## config.mk

```make
export PLATFORM = sky130hd
export DESIGN_NAME = pc_fetch_unit
export DESIGN_NICKNAME = d
export VERILOG_FILES = /design/src/rtl/pc_fetch_unit.sv
export SDC_FILE = /design/constraint.sdc
export NUM_CORES = 1
export LEC_CHECK = 0
export CAP_MARGIN = 40
export CORE_MARGIN = 4
export CORE_UTILIZATION = 43
export CTS_BUF_LIST = sky130_fd_sc_hd__clkbuf_2
export CTS_CLUSTER_SIZE = 8
export DETAILED_ROUTE_END_ITERATION = 8
export PLACE_DENSITY = 0.83
export SYNTH_ARGS = -nofsm -noshare
export SYNTH_HDL_FRONTEND = slang
export SYNTH_SLANG_ARGS = --single-unit
```

## constraint.sdc

```tcl
create_clock -name clk -period 2 [get_ports clk]
set_clock_uncertainty 0.1 [all_clocks]
set_input_delay 0.3 -clock clk [delete_from_list [all_inputs] [get_ports clk]]
set_output_delay 0.3 -clock clk [all_outputs]
set_load 0.05 [all_outputs]
```

## src/rtl/pc_fetch_unit.sv

```systemverilog
// pc_fetch_unit
//   Instruction fetch front end. Requests the word at the current PC from
//   instruction memory and holds it until the decode stage takes it. On
//   acceptance the PC is loaded from the external next_pc adder. A misaligned
//   next_pc parks the block in a sticky fault state until reset.
//
// Parameters
//   RESET_PC    PC value loaded on reset
//   INSTR_W     instruction word width
//
// Ports
//   clk          in   1        clock, rising edge
//   rst_n        in   1        asynchronous active-low reset
//   next_pc      in   8        next address from branch / PC+4 adder
//   imem_req     out  1        instruction memory read request
//   imem_addr    out  8        read address (current PC)
//   imem_ack     in   1        read completion, imem_rdata valid this cycle
//   imem_rdata   in   INSTR_W  fetched instruction word
//   instr_valid  out  1        instr / pc_out hold a fetched instruction
//   instr_ready  in   1        decode stage accepts the instruction
//   instr        out  INSTR_W  registered fetched instruction
//   pc_out       out  8        address of instr, feeds the adder
//   fault        out  1        sticky misaligned-PC indication
//   retired      out  16       saturating count of accepted instructions

module pc_fetch_unit #(
  parameter logic [7:0] RESET_PC = 8'h00,
  parameter int         INSTR_W  = 32
) (
  input  logic               clk,
  input  logic               rst_n,
  input  logic [7:0]         next_pc,
  output logic               imem_req,
  output logic [7:0]         imem_addr,
  input  logic               imem_ack,
  input  logic [INSTR_W-1:0] imem_rdata,
  output logic               instr_valid,
  input  logic               instr_ready,
  output logic [INSTR_W-1:0] instr,
  output logic [7:0]         pc_out,
  output logic               fault,
  output logic [15:0]        retired
);

  typedef enum logic [1:0] {
    S_REQ   = 2'd0,
    S_VALID = 2'd1,
    S_FAULT = 2'd2
  } state_t;

  state_t     state;
  state_t     next_state;
  logic [7:0] pc;
  logic       capture;
  logic       accept;

  always_ff @(posedge clk or negedge rst_n) begin
    if (!rst_n) begin
      state <= S_REQ;
    end else begin
      state <= next_state;
    end
  end

  // imem_req is qualified with rst_n: the state register already sits in
  // S_REQ while reset is held, but no request may be issued until release.
  always_comb begin
    next_state  = state;
    imem_req    = 1'b0;
    instr_valid = 1'b0;
    fault       = 1'b0;
    capture     = 1'b0;
    accept      = 1'b0;
    case (state)
      S_REQ: begin
        imem_req = rst_n;
        if (imem_ack) begin
          capture    = 1'b1;
          next_state = S_VALID;
        end
      end
      S_VALID: begin
        instr_valid = 1'b1;
        if (instr_ready) begin
          accept     = 1'b1;
          next_state = (next_pc[1:0] == 2'b00) ? S_REQ : S_FAULT;
        end
      end
      S_FAULT: begin
        fault = 1'b1;
      end
      default: begin
        next_state = S_REQ;
      end
    endcase
  end

  // The misaligned next_pc is still loaded on acceptance so pc_out shows the
  // offending address while in fault.
  always_ff @(posedge clk or negedge rst_n) begin
    if (!rst_n) begin
      pc      <= RESET_PC;
      instr   <= '0;
      retired <= '0;
    end else begin
      if (capture) begin
        instr <= imem_rdata;
      end
      if (accept) begin
        pc <= next_pc;
        if (retired != 16'hFFFF) begin
          retired <= retired + 16'd1;
        end
      end
    end
  end

  assign imem_addr = pc;
  assign pc_out    = pc;

endmodule

```

-- After elaboration in Yosys (flattened, before gate mapping)
Cells that the tools add are included.
- register bits: 58
- bits in latches: 0
- memory bits (writable): 0
- memory bits (read-only): 0
- input bits: 44
- output and inout port bits: 67
- word-level logic and storage cells: 26
- memories kept: 0
- add/sub/neg operators: 1
- multiply operators: 0
- div/mod/pow operators: 0
- $lt $le $gt $ge: 0
- equal/unequal tests: 5
- shifts and indexed selects: 0
- muxes and demuxes: 11
- bitwise gates (word level): 1
- reduce and logical (&&, ||, !) cells: 4
- operators with widths (kind ; number):
    adder 16 x 1 -> 16 bit (second input constant) ; 1
    inequality test 16 bit (second input constant) ; 1
    2-to-1 mux 1 bit ; 7
    2-to-1 mux 2 bit ; 3
    one-hot mux 2 bit (3 select lines) ; 1
    logical NOT 2 bit ; 2
    inequality test 2 bit (second input constant) ; 2
    AND reduction 3 bit ; 1
    == test 2 x 1 -> 1 bit (second input constant) ; 1
    == test 2 bit (second input constant) ; 1
    AND reduction 2 bit ; 1
    NOT 1 bit ; 1

-- Longest topological paths before layout
- word-level depth: 4
- depth in mapped cells: 6
- mapped depth without buffers: 5

-- Worst setup path before layout
OpenSTA, ideal clock, no wires.
- path type: register to register
- start: reg retired[0]
- end: reg retired[1]
- library setup time: 0.125 ns
- arrival time: 1.958 ns
- data required time: 1.775 ns
- slack: -0.183 ns
- stages on the path, launching flop included: 6
- path buffers: 0
- clock period less this slack: 2.183 ns
- path through: dfrtp_1 -> ha_1 -> nand3_4 -> nor4_4 -> nor2_2 -> mux2_4
- longest elaborated chain between the ends: 2
- elaborated cells on any way between the ends: 3
- classes of those cells: add/sub (1); eq/ne (1); reduce/logical (1)
- RTL lines (what ; RTL line ; source):
    start: declaration ; 42 ; output logic [15:0] retired
    start signal: assignment ; 112 ; retired <= retired + 16'd1;
    parallel branches: the longest is 2 deep, another holds adder 16 x 1 -> 16 bit ; n/a ;
Several ways; the timed one is not identified.
A chain may end at the register's enable or synchronous reset.

-- Worst setup path in the final report
- start: reg retired[0]
- end: out retired[0]
No word-level cell between the ends.

==> metrics.txt <==
layout cells sized above 1 0.2605; site row count 27; Final Hold Fails 0; Post-synth EDFFs 0; HP Class in -> reg; antenna viol nets, final 0; 1st-iter DRT viols 68; max_cap viols 0; static leakage between 1.5 and 2 nW; H-Tree Depth 3; final period utilization 0.9444; status finished, final reports clean; drt via density around 5.0; Yosys reg bits 58; Most used DFF post-synth dfrtp_1; IO Pins roughly 110; final net count about 350; final setup margin 0.1112 ns; Power Density about 1700 nW/µm²; area grow syn2layout 48.80%; total gr overflow 0; clock latency on the worst-skew pair ~0.48 ns; initial core utilization 0.4480; CTS tree built; placed cell count roughly 370; min Tclk post-route 1.889 ns; Startpoint Class flip-flop; WL final between 6 and 7 mm; DR DRC count 0; synthesized area 2497 µm²; sequential area share after synthesis 0.5812; unrepaired setup endpoints after global routing false; post-CTS setup repair buffer count 0; non-filler cells, final roughly 380; placer congestion estimate approximately 0.73; Die Wd around 84 µm; top cell type's share of synthesized area 0.5812; syn nets between 200 and 250; multi-input logic area 962.2 µm²; DP HPWL 4.588 mm; FMAX around 530 MHz; Die H 84.21 µm; slew of the pin with the lowest slew margin around 0.7 ns; Async SR Flop Fraction 1.000; Antenna Cells 0; TritonCTS Buffers 9; DR WL/cell between 15 and 20 µm; Crit. End Element output pin; Core Util, Final 0.6667; GRT Overall Usage 0.1823; Max clock buf depth 2; core box area 5574 µm²; relative slew slack 0.5190; DRT Pass-1 Iters 4; Total Die Area ~7000 µm²; top cells by area, synth dfrtp_1 58%, mux2_2 14%, xor2_1 4.9%; clk sinks 58; DP Worst Slack approximately 0.067 ns; total number of vias approximately 1.9k; Final Setup Violations 0; Root Buffer clkbuf_2; syn_area_per_cell 13.21 µm²; TNS Setup 0 ns; initial antenna violation count 0; Syn. warnings 0; synthesized instance count between 150 and 200; Yosys cell types 33; WS Path Type reg -> out; WP data required ~1.6 ns; fin. max-slew vios 0; global-route wire length before repair approximately 10 mm; I/O Buffers 110; leading area contributor after synthesis dfrtp_1; Worst VDD drop 1130 µV; number of global-route vias before repair about 2.1k; Worst-path clk slew around 0.17 ns; largest net degree at the start of global routing approximately 60; Reg area between 1000 and 1500 µm²; crit-path max FO 3; total power around 6.4 mW; fillers about 460; Critical Path AT ~1.5 ns
-- worst max-delay path: stages, from the launching register on --
cell and delay, ns:
dfrtp_2 0.43, buf_4 0.16, clkdlybuf4s15_1 0.45
-- flip-flops by register name (all words and copies together) (netlist names) --
name,flops
retired,16
instr,32
imem_addr,8
state,2
-- path summary, 6_finish.rpt --
path | startpoint | to | slack (ns) | cells past startpoint
min reg2reg | imem_addr[0] | imem_addr[0] | 0.42 | 2
min | next_pc[2] | imem_addr[2] | 0.22 | 3
min in group asynchronous | rst_n | retired[1] | 0.41 | 3
max | retired[0] | retired[0] | 0.11 | 2
max in group asynchronous | rst_n | retired[0] | 0.86 | 3
max reg2reg | retired[1] | retired[13] | 0.18 | 6
-- cell usage in the layout, fill, tap and decap left out, drive strengths merged, types with 2 or more instances in the layout --
master,count
dfrtp,58
dlygate4sd2,56
clkdlybuf4s50,42
mux2,33
nand2,30
buf,20
xor2,14
clkbuf,11
nor3,6
nand4,6
nor4,5
clkinv,4
nor2,3
nor3b,3
nor2b,2
nor4b,2
o21ai,2
-- cell usage after synthesis (all sizes together), types with 2 or more instances --
library cell,instances
mux2,33
nor3b,3
nor3,6
nor4b,2
nor2,3
o21ai,2
buf,13
nand4,6
nor4,5
dfrtp,58
nor2b,2
xor2,14
nand2,30
-- routing by layer --
| layer | GRT usage | part of all wire | vias to the layer above |
|---|---|---|---|
| met5 | 0 | 0 | - |
| met4 | 0.07749 | 0.018 | 0 |
| met3 | 0.1109 | 0.12 | 13 |
| met2 | 0.2819 | 0.48 | 79 |
| met1 | 0.2023 | 0.38 | 941 |
| li1 | - | - | 880 |
-- through the flow --
step                instance area, µm²  hold slack, ns
CTS                               3715          0.1647
global route                      3716          0.1554
finish                            3716          0.2188
detailed placement                3670          0.3961
floorplan                         2501        -0.09559
global placement                  3670          0.3845
-- where the power goes --
part / internal [mW] / switching (mW)
sequential: 1.64 / 0.320
combinational: 1.13 / 2.62
clock: 0.286 / 0.417
total: 3.06 / 3.35
-- cell families (layout without fill, tap and decap cells) --
logic type / Yosys count / after routing / share of synthesized area
mux: 33 / 33 / 0.1503
buf+inv: 15 / 137 / 0.03807
xor+xnor: 14 / 14 / 0.04910
simple gates: 64 / 64 / 0.1663
fa+ha+maj: 1 / 1 / 0.005009
flops: 58 / 58 / 0.5812
compound gates: 4 / 4 / 0.01002
-- final cells by class --
class,count,area share
well taps,72,0.02424
repair buffers,120,0.2970
inverters,1,0.001010
multi-input cells,116,0.2589
clock inverters,5,0.01246
flip-flops and latches,58,0.3916
clock buffers,11,0.01481
-- timing repair --
| item | in CTS | in global routing |
|---|---|---|
| endpoints found under the hold margin | 58 | 0 |
| hold buffers | 1 | 0 |
| endpoints found under the setup margin | 58 | 1 |
| resized for setup | 58 | 1 |
Note: power is estimated with default switching activity, not from simulation.
